==> config.mk <==
export PLATFORM = sky130hd
export DESIGN_NAME = posit_sgnj_arbiter
export DESIGN_NICKNAME = d
export VERILOG_FILES = /design/src/rtl/posit_sgnj_arbiter.sv
export SDC_FILE = /design/constraint.sdc
export NUM_CORES = 1
export LEC_CHECK = 0
export ABC_CLOCK_PERIOD_IN_PS = 2600
export CAP_MARGIN = 20
export CORE_UTILIZATION = 27
export DETAILED_ROUTE_END_ITERATION = 12
export GPL_TIMING_DRIVEN = 0
export PLACE_DENSITY_LB_ADDON = 0.25
export SYNTH_ARGS = -nofsm -noshare
export SYNTH_HDL_FRONTEND = slang
export SYNTH_SLANG_ARGS = --single-unit
==> constraint.sdc <==
create_clock -name clk_i -period 2.6 [get_ports clk_i]
set_input_delay 0.52 -clock clk_i [delete_from_list [all_inputs] [get_ports clk_i]]
set_output_delay 0.52 -clock clk_i [all_outputs]
set_load 0.01 [all_outputs]
==> src/rtl/posit_sgnj_arbiter.sv <==
// Round-robin arbiter in front of one posit sign-injection datapath (SGNJ/SGNJN/SGNJX)
// with a single backpressured output register carrying the tag and source index.
module posit_sgnj_arbiter #(
  parameter int WIDTH = 32,
  parameter int N_REQ = 2,
  parameter int TAG_W = 4,
  parameter int IDX_W = (N_REQ > 1) ? $clog2(N_REQ) : 1
) (
  input  logic                     clk_i,
  input  logic                     rst_i,
  input  logic                     flush_i,
  input  logic [N_REQ-1:0]         req_valid_i,
  output logic [N_REQ-1:0]         req_ready_o,
  input  logic [N_REQ*WIDTH-1:0]   req_a_i,
  input  logic [N_REQ*WIDTH-1:0]   req_b_i,
  input  logic [N_REQ*2-1:0]       req_op_i,
  input  logic [N_REQ*TAG_W-1:0]   req_tag_i,
  output logic                     res_valid_o,
  input  logic                     res_ready_i,
  output logic [WIDTH-1:0]         res_data_o,
  output logic [TAG_W-1:0]         res_tag_o,
  output logic [IDX_W-1:0]         res_src_o,
  output logic                     busy_o
);

  localparam logic [0:0] ST_EMPTY = 1'b0;
  localparam logic [0:0] ST_FULL  = 1'b1;

  logic [0:0]       state_q;
  logic [IDX_W-1:0] ptr_q;
  logic [WIDTH-1:0] data_q;
  logic [TAG_W-1:0] tag_q;
  logic [IDX_W-1:0] src_q;

  logic [N_REQ-1:0] grant;
  logic [IDX_W-1:0] grant_idx;
  logic [IDX_W-1:0] cand;
  logic             found;
  logic             can_accept;
  logic             accept;
  logic [WIDTH-1:0] a_sel;
  logic [WIDTH-1:0] b_sel;
  logic [1:0]       op_sel;
  logic [TAG_W-1:0] tag_sel;
  logic             sign_bit;
  logic [WIDTH-1:0] result;

  // (base + off) modulo N_REQ; off never exceeds N_REQ, so one subtraction suffices.
  function automatic logic [IDX_W-1:0] wrap_add(input logic [IDX_W-1:0] base, input int off);
    int s;
    s = int'(base) + off;
    if (s >= N_REQ) s = s - N_REQ;
    return s[IDX_W-1:0];
  endfunction

  // NOTE: every always_comb output gets a default first, so no path can infer a latch.
  always_comb begin
    grant     = '0;
    grant_idx = '0;
    cand      = '0;
    found     = 1'b0;
    for (int k = 0; k < N_REQ; k++) begin
      cand = wrap_add(ptr_q, k);
      if (!found && req_valid_i[cand]) begin
        found        = 1'b1;
        grant[cand]  = 1'b1;
        grant_idx    = cand;
      end
    end
  end

  assign can_accept  = (state_q == ST_EMPTY) || res_ready_i;
  assign accept      = found && can_accept && !flush_i && !rst_i;
  assign req_ready_o = accept ? grant : '0;

  assign a_sel   = req_a_i[int'(grant_idx)*WIDTH +: WIDTH];
  assign b_sel   = req_b_i[int'(grant_idx)*WIDTH +: WIDTH];
  assign op_sel  = req_op_i[int'(grant_idx)*2 +: 2];
  assign tag_sel = req_tag_i[int'(grant_idx)*TAG_W +: TAG_W];

  // Op 11 is not a defined encoding and falls through to plain SGNJ.
  always_comb begin
    sign_bit = b_sel[WIDTH-1];
    case (op_sel)
      2'b01:   sign_bit = ~b_sel[WIDTH-1];
      2'b10:   sign_bit = a_sel[WIDTH-1] ^ b_sel[WIDTH-1];
      default: sign_bit = b_sel[WIDTH-1];
    endcase
  end

  assign result = {sign_bit, a_sel[WIDTH-2:0]};

  // NOTE: sequential state uses non-blocking assignments so every register samples pre-edge values.
  always_ff @(posedge clk_i) begin
    if (rst_i) begin
      state_q <= ST_EMPTY;
      ptr_q   <= '0;
      data_q  <= '0;
      tag_q   <= '0;
      src_q   <= '0;
    end else if (flush_i) begin
      state_q <= ST_EMPTY;
    end else if (accept) begin
      state_q <= ST_FULL;
      ptr_q   <= wrap_add(grant_idx, 1);
      data_q  <= result;
      tag_q   <= tag_sel;
      src_q   <= grant_idx;
    end else if (state_q == ST_FULL && res_ready_i) begin
      state_q <= ST_EMPTY;
    end
  end

  assign res_valid_o = (state_q == ST_FULL);
  assign busy_o      = (state_q == ST_FULL);
  assign res_data_o  = data_q;
  assign res_tag_o   = tag_q;
  assign res_src_o   = src_q;

endmodule

Yosys cells after proc, flatten, opt, wreduce, memory -nomap -nowiden
Cells that the tools add are included.
{"block": "totals", "latch_bits": 0, "wordCells": 63, "out_inout_bits": 41, "regBits": 39, "mem_count": 0, "rom_bits": 0, "in_bits": 146, "mem_bits_rw": 0}
{"block": "classes", "add_sub_neg": 5, "bitwise": 5, "muxes": 21, "n_reduce_logical": 14, "n_div": 0, "multipliers": 0, "shift": 4, "eq_ne": 2, "order_cmp": 7}
{"cell": "$shiftx A64 B7 Y32", "count": 2}
{"cell": "$mux W1", "count": 15}
{"cell": "$shiftx A8 B4 Y4", "count": 1}
{"cell": "$logic_and A1 B1 Y1", "count": 7}
{"cell": "$mux W2", "count": 3}
{"cell": "$add A1 B1 Y2 const B", "count": 2}
{"cell": "$ge A2 B2 Y1 const B", "count": 2}
{"cell": "$lt A1 B2 Y1 const B", "count": 2}
{"cell": "$shiftx A4 B3 Y2", "count": 1}
{"cell": "$logic_not A1 Y1", "count": 3}
{"cell": "$not A1 Y1", "count": 3}
{"cell": "$sub A1 B1 Y1 const B", "count": 3}
{"cell": "$demux W1 S1", "count": 2}
{"cell": "$eq A2 B1 Y1 const B", "count": 1}
{"cell": "$eq A2 B2 Y1 const B", "count": 1}
{"cell": "$ge A1 B1 Y1 const B", "count": 2}
{"cell": "$ge A1 B2 Y1 const B", "count": 1}
{"cell": "$or A2 B2 Y2", "count": 1}
{"cell": "$pmux W1 S2", "count": 1}
{"cell": "$reduce_and A2 Y1", "count": 1}
{"cell": "$reduce_bool A2 Y1", "count": 1}
{"cell": "$reduce_or A2 Y1", "count": 1}
{"cell": "$logic_or A1 B1 Y1", "count": 1}
{"cell": "$xor A1 B1 Y1", "count": 1}

Logic depth before layout (Yosys ltp)
Gate-level depths: netlist of run 1.
{"block": "logic_depth", "ltp_word": 12, "ltp_mapped": 8, "mapped_depth_nobuf": 8}

Worst setup path before layout of run 1
Ideal clock, no wire load.
{"block": "synth_path", "path_kind": "in2reg", "startpoint": "input req_valid_i[0]", "endpoint": "register data_q[31], in the netlist res_data_o[31]", "t_arrival_ps": 2106, "path_buffers": 0, "path_stages": 8, "t_required_ps": 2475, "setup_time_ps": 125, "slack_ps": 369, "cell_sequence": "nand2b_1 > nand2_1 > mux2_2 > ha_1 > nor3b_1 > o211ai_1 > a21boi_0 > o41a_1"}
{"block": "synth_via", "elab_chain_len": 10, "elab_cells_between_ends": 22, "classes_between": "eq/ne: 2; shift: 3; mux: 9; bitwise: 2; reduce/logical: 6"}
{"element": "from (decl)", "line_no": "12", "rtl": "input logic [N_REQ-1:0] req_valid_i,"}
{"element": "branches (longest 10 deep; another with $shiftx A64 B7 Y32)"}
{"element": "to (signal assigned)", "line_no": "106", "rtl": "data_q <= result;"}
{"element": "to (decl)", "line_no": "31", "rtl": "logic [WIDTH-1:0] data_q;"}
Parallel ways; which one is timed is not known. The select of a mux whose other input is x is not followed.
A chain may end at the register's enable or synchronous reset.

Worst setup path in the final report of run 1
{"block": "layout_path", "startpoint": "input rst_i", "endpoint": "output req_ready_o[1]"}
{"block": "layout_via", "elab_chain_len": 3}
{"element": "from (decl)", "line_no": "10", "rtl": "input logic rst_i,"}
{"element": "$logic_not A1 Y1", "line_no": "73", "rtl": "assign accept = found && can_accept && !flush_i && !rst_i;"}
{"element": "$logic_and A1 B1 Y1", "line_no": "73"}
{"element": "$mux W2", "line_no": "74", "rtl": "assign req_ready_o = accept ? grant : '0;"}
{"element": "to (decl)", "line_no": "13", "rtl": "output logic [N_REQ-1:0] req_ready_o,"}
No other way between the ends.

==> impl_summary.txt, run 1 <==
----------------------------------------------------
[Yosys]
  Proportion of synthesized chip area in sequential cells ... 47.93%
  Number of storage elements in the synthesis netlist ... 39
  Top cells by area in the synthesized netlist ... dfxtp_1, a222oi_1, nor2_1
  Area of the mapped netlist ... 1629 µm²
  Post-Syn Nets ... 309
  Count of different cell masters after synthesis ... 28
  Number of standard cells after synthesis ... 161
  Library cell occupying the most area in the post-synthesis netlist ... dfxtp_1
  Fraction of synthesized cell area taken by the top area cell type ... 47.93%
  Average cell area after synthesis ... 10.12 µm²
  Synthesis warning total ... 0

[STA]
  Sum Neg Setup Slack ... 0 ps
  Worst setup slack after layout ... 93.83 ps
  Number of failing setup endpoints in the final timing report ... 0
  Largest clock skew in the final design ... 3.283 ps
  Unrepaired setup endpoints after global routing ... false
  Count of final hold-check violations ... 0
  Fmax ... 399.0 MHz
  Period Utilization, post-route ... 96.39%
  Time the worst path needs with I/O delays and setup ... 2506 ps
  Final Slew Violations ... 0
  Worst-margin pin slew ... 500.6 ps
  Rel. slew slack ... 66.56%

[Drt]
  Routed vias ... 1861
  DR WL/cell ... 15.17 µm
  Iteration-0 DRC Markers ... 161
  Router iterations before antenna repair ... 6
  Final antenna-violating net count ... 0
  DR vias/cell ... 5.057
  Total DRC errors in the routed layout ... 0
  Sum of routed wire length over all layers ... 5.584 mm

[Clock network]
  CTS tree ... yes
  Buffer depth of the longest clock path ... 2
  Insertion delay to the later sink of the worst-skew pair ... 280 ps
  Clock root buffer master ... clkbuf_8
  CTS Sinks ... 39
  Depth of the CTS H-tree ... 2
  Inserted Clock Buffers ... 5
  CTS hold repair buffers ... 0
  Reg clk slew, reported paths ... 70 ps

[Worst hold path]
  Type of the tightest min-delay check ... reg -> reg
  Hold Crit Start ... res_data_o[2]

[Global routing]
  First-pass GRT wire length ... 8.873 mm
  Via count of the first global-routing pass ... 1843
  Total routing usage reported by global routing ... 18.28%
  Number of antenna violations at the first check in global routing ... 0
  Global-route congestion overflow total ... 0
  Largest net degree at the start of global routing ... 12

[Worst setup path]
  Reg2reg setup slack ... 420 ps
  Depth of the critical timing path with buffers and inverters included ... 5
  Critical path data required time ... 2080 ps
  Number of cell instances on the worst register-to-register path ... 8
  End point of the critical path ... req_ready_o[1]
  Arr. time, crit path ... 1990 ps
  CP endpoint kind ... output port
  CP max-delay cell ... clkdlybuf4s50_1
  Maximum cell stage delay along the critical path ... 430 ps
  Worst-path maximum fanout ... 4
  Category of cells accounting for the largest share of critical-path delay ... buffers and inverters
  Worst reg2reg startpoint ... ptr_q
  Cells along the critical path ... clkdlybuf4s50_1, or2_4, nor4_4, clkbuf_8, dlygate4sd2_1
  Worst path bufs/invs ... 3
  Path type of the worst setup path ... in -> out
  Launch point of the worst path ... rst_i
  End of the worst register-to-register path ... res_data_o[31]
  Critical Path Source Type ... input port

[Placement]
  I/O Buffers ... 123
  Placer Congestion ... 0.7474
  Placed inst area ... 2950 µm²
  Setup Slack @ Placement ... -797.5 ps
  HPWL after DPL ... 4.041 mm

[Power]
  Max rail drop VDD ... 195.1 µV
  Overall power of the completed layout ... 0.001389 W
  Power density relative to cell area ... 451.1 nW/µm²
  Static leakage ... 1.155 nW

[Cells and area]
  Diodes inserted ... 0
  Post-route standard cell area excluding fillers ... 3079 µm²
  Post-layout net count ... 443
  Layout Area Growth over Synthesis ... 89.02%
  Fraction of final layout cells with drive strength greater than 1 ... 8.108%

[Floorplan]
  Horizontal die dimension ... 79.68 µm
  Die Footprint ... 6348 µm²
  I/O pin total ... 187
  Total number of placement rows ... 27
  Starting density of the core ... 28.70%
  Chip height ... 79.68 µm
  Area inside the core boundary ... 5675 µm²

[Status]
  Result of the run ... finished clean

[Flow run]
  Max-cap violations ... 0

----------------------------------------------------
Yosys cell counts (all sizes together):
library cell  instances
a2111oi               1
o21a                  1
nor2b                 4
nand2                 1
nor4b                 1
nand2b                1
mux2                  1
or2                   1
a21oi                 3
o41a                  1
dfxtp                39
nor2                 39
or3                   1
inv                   4
ha                    2
nor3                  1
nor4                  1
o211ai                1
nor3b                 2
and3                  1
buf                   7
mux2i                 1
clkbuf                9
a222oi               35
a21boi                2
o22ai                 1
worst min path at each step:
stage / slack (ps) / endpoint / cells after the start
finish: 520 / res_data_o[2] / 2
global route: 550 / res_src_o / 2
CTS: 530 / res_data_o[3] / 2
detailed placement: 500 / ptr_q / 2
global placement: 490 / ptr_q / 2
floorplan: 470 / ptr_q / 2
layout make-up:
type                    count  area (µm²)
fillers                   569        2596
repair buffers            127        1257
flip-flops and latches     39       780.7
multi-input cells         102       752.0
plain buffers              16       102.6
well taps                  72       90.09
clock buffers               7       76.32
inverters                   4       15.01
clock inverters             1       5.005
worst min-delay path, delay by kind of cell (launching register included):
family / cells / cell delay [ps]
AO/OA/AOI/OAI: 1 / 90
flip-flops: 1 / 330
AND/OR/NAND/NOR: 1 / 80
report_power, final:
part | switching (W) | internal, W | leakage, nW
combinational | 0.000125 | 0.000225 | 0.795
clock | 0.000205 | 0.000188 | 0.0422
sequential | 0.0000172 | 0.000629 | 0.318
total | 0.000347 | 0.00104 | 1.15
layout by cell type, fill, tap and decap left out, types with 3 or more instances in the layout:
| cell type | n |
|---|---|
| nor2_1 | 39 |
| buf_4 | 6 |
| dlygate4sd2_1 | 3 |
| clkdlybuf4s50_1 | 120 |
| nor2b_1 | 4 |
| buf_6 | 3 |
| inv_1 | 4 |
| dfxtp_1 | 39 |
| clkbuf_1 | 10 |
| clkbuf_8 | 6 |
| a222oi_1 | 35 |
| a21oi_1 | 3 |
what timing repair did:
item	CTS	global route
setup endpoints to repair	3	0
gates resized for setup	8	0
setup buffers	4	0
cells by family (layout without fill, tap and decap cells):
family / Yosys count / count (layout) / synth area share [%]
buffers and inverters: 20 / 155 / 6.374
adder cells (fa/ha/maj): 2 / 2 / 1.536
AND/OR/NAND/NOR: 53 / 53 / 15.82
flip-flops: 39 / 39 / 47.93
multiplexers: 2 / 2 / 1.306
AO/OA/AOI/OAI: 45 / 45 / 27.04
registers in the layout, indices dropped and copies added (netlist names):
register	count
res_tag_o	4
res_data_o	32
ptr_q	1
busy_o	1
res_src_o	1
stage by stage:
step                instances  hold slack (ps)  util [%]
finish                    368            521.4     54.25
global route              368            549.1     54.25
detailed placement        356            503.4     51.98
global placement          356            490.7     51.98
CTS                       368            527.1     54.25
floorplan                 161            470.8         -
routing by layer:
metal | vias up | part of all wire [%] | track usage (%)
met5 | - | 0 | 0
met4 | 0 | 0.61 | 5.455
met3 | 2 | 10 | 7.314
met2 | 82 | 46 | 29.06
met1 | 876 | 43 | 22.48
li1 | 901 | - | -
Note: power is estimated with default switching activity, not from simulation.
==> inputs of run 2 (changes only) <==
Settings changed: CAP_MARGIN 20 to not set, MAX_ROUTING_LAYER set to met4.
==> impl_summary.txt, run 2 (synthesis gave the netlist of run 1 again) <==
----------------------------------------------------
[Power]
  Switching share of power ... 24.88%
  Share of total power in sequential cells ... 46.6%
  Static leakage ... 1.155 nW
  Internal power ... 0.001042 W
  Part of the total power dissipated in combinational logic ... 25.2%
  Proportion of power drawn by the clock network ... 28.2%
  Power density relative to cell area ... 450.5 nW/µm²
  Switching power of the nets ... 0.0003452 W
  Max rail drop VDD ... 195.2 µV

[Placement]
  Placer Congestion ... 0.7568
  HPWL after DPL ... 4.041 mm
  Placed Cells incl. Taps ... 356
  Setup Slack @ Placement ... -797.5 ps
  I/O Buffers ... 123

[Floorplan]
  Area inside the core boundary ... 5675 µm²
  Horizontal die dimension ... 79.68 µm
  Chip height ... 79.68 µm
  Starting density of the core ... 28.70%
  I/O pin total ... 187
  Total number of placement rows ... 27
  Die Footprint ... 6348 µm²

[STA]
  Final Slew Violations ... 0
  Count of final hold-check violations ... 0
  Sum Neg Setup Slack ... 0 ps
  Largest clock skew in the final design ... 4.137 ps
  Number of failing setup endpoints in the final timing report ... 0
  Time the worst path needs with I/O delays and setup ... 2507 ps
  Period Utilization, post-route ... 96.41%
  Fmax ... 398.9 MHz
  Worst setup slack after layout ... 93.41 ps
  Unrepaired setup endpoints after global routing ... false
  Worst-margin pin slew ... 500.9 ps
  Rel. slew slack ... 66.54%

[Worst setup path]
  CP endpoint kind ... output port
  Reg2reg setup slack ... 420 ps
  Worst reg2reg startpoint ... ptr_q
  Critical Path Source Type ... input port
  Critical path data required time ... 2080 ps
  Number of cell instances on the worst register-to-register path ... 8
  Worst-path maximum fanout ... 4
  Arr. time, crit path ... 1990 ps
  Path type of the worst setup path ... in -> out
  End of the worst register-to-register path ... res_data_o[31]

[Drt]
  Router iterations before antenna repair ... 6
  DR vias/cell ... 5.111
  Iteration-0 DRC Markers ... 152
  Total DRC errors in the routed layout ... 0
  Routed vias ... 1881
  DR WL/cell ... 15.15 µm
  Sum of routed wire length over all layers ... 5.576 mm
  Final antenna-violating net count ... 0

[Clock network]
  Clock root buffer master ... clkbuf_8
  Depth of the CTS H-tree ... 2
  CTS hold repair buffers ... 0
  Buffer depth of the longest clock path ... 2
  Insertion delay to the later sink of the worst-skew pair ... 280 ps
  CTS Sinks ... 39
  Reg clk slew, reported paths ... 70 ps
  CTS tree ... yes
  Inserted Clock Buffers ... 5

[Cells and area]
  Most common cell after layout, fill and taps aside ... clkdlybuf4s50_1
  Final non-filler cell total ... 368
  Flip-flop count of the largest register, all copies and words added ... 32
  Diodes inserted ... 0
  Top library cells by usage in the layout, fill and taps aside ... clkdlybuf4s50_1, nor2_1, dfxtp_1
  Multi-input logic area ... 752.0 µm²
  Post-layout net count ... 443
  Layout Area Growth over Synthesis ... 89.02%
  Reg area ... 780.7 µm²
  Fraction of final layout cells with drive strength greater than 1 ... 8.108%
  Filler cell count in the final layout ... 569

[Worst hold path]
  Type of the tightest min-delay check ... reg -> reg
  Hold Crit Start ... res_data_o[2]
  Hold Crit Endpoint ... res_data_o[2]
  Hold Path Stages ... 2

[Global routing]
  First-pass GRT wire length ... 8.887 mm
  Largest net degree at the start of global routing ... 12
  Via count of the first global-routing pass ... 1848
  Number of antenna violations at the first check in global routing ... 0
  Global-route congestion overflow total ... 0
  Total routing usage reported by global routing ... 18.85%

[Flow run]
  Max-cap violations ... 0

[Status]
  Result of the run ... finished clean

----------------------------------------------------
-- run 2: cell counts in the layout (fill, tap and decap cells not counted) --
No cell type changed its count.
-- run 2: how the worst max path moves through the flow --
stage	to	cells after the start	start
CTS	req_ready_o[1]	5	rst_i
detailed placement	req_ready_o[1]	5	req_valid_i[0]
finish	req_ready_o[1]	5	rst_i
floorplan	res_data_o[31]	8	req_valid_i[0]
global route	req_ready_o[1]	5	rst_i
global placement	req_ready_o[1]	5	req_valid_i[0]
-- run 2: cell type report --
type | count | area share (%)
timing repair buffer | 127 | 40.84
multi-input combinational | 102 | 24.42
inverter | 4 | 0.4876
clock buffer | 7 | 2.479
clock inverter | 1 | 0.1625
tap | 72 | 2.926
buffer | 16 | 3.332
sequential | 39 | 25.36
-- run 2: per-layer routing --
| metal | GRT usage [%] | wire, µm |
|---|---|---|
| met4 | 6.000 | 50 |
| met1 | 22.89 | 2435 |
| met3 | 6.629 | 537 |
| met2 | 29.06 | 2553 |
| met5 | - | 0 |
-- run 2: worst max-delay path, cell delays in order --
cell             delay, ps
clkdlybuf4s50_1        430
or2_4                  280
nor4_4                 310
clkbuf_8               190
dlygate4sd2_1          260
-- run 2: power by group through the flow --
stage | sequential (W) | clock [W] | combinational, W
2_1_floorplan | 0.000672 | 0 | 0.000115
3_3_place_gp | 0.000658 | 0 | 0.000343
3_5_place_dp | 0.000659 | 0 | 0.000345
4_1_cts | 0.000645 | 0.000407 | 0.000353
5_1_grt | 0.000649 | 0.000438 | 0.000380
6_report | 0.000646 | 0.000391 | 0.000350
-- run 2: through the flow --
stage	area (µm²)	hold slack (ps)	power, W	utilization (%)
floorplan	1629	470.8	0.0007868	-
global placement	2950	490.7	0.001001	51.98
detailed placement	2950	503.4	0.001004	51.98
CTS	3079	527.1	0.001405	54.25
global route	3079	549.1	0.001467	54.25
finish	3079	520.9	0.001387	54.25
-- run 2: timing repair --
item	CTS	global route
resized for setup	8	0
setup buffers	4	0
hold endpoints to repair	0	0
endpoints found under the setup margin	3	0
==> inputs of run 3 (changes only) <==
Settings changed: ABC_AREA set to 0, ABC_CLOCK_PERIOD_IN_PS 2600 to 2700.
Clock period 2.6 ns to 2.7 ns, I/O delays scaled along.
==> results of run 3 <==
Same layout as run 2 (identical final DEF). Status: finished clean.
Among the figures that moved: setup slack after placement -797.5 ps -> -737.5 ps; setup slack after layout 93.41 ps -> 153.4 ps; register-to-register setup slack 420 ps -> 520 ps; total power 0.001387 W -> 0.001336 W; worst IR drop on VDD 195.2 µV -> 188.0 µV
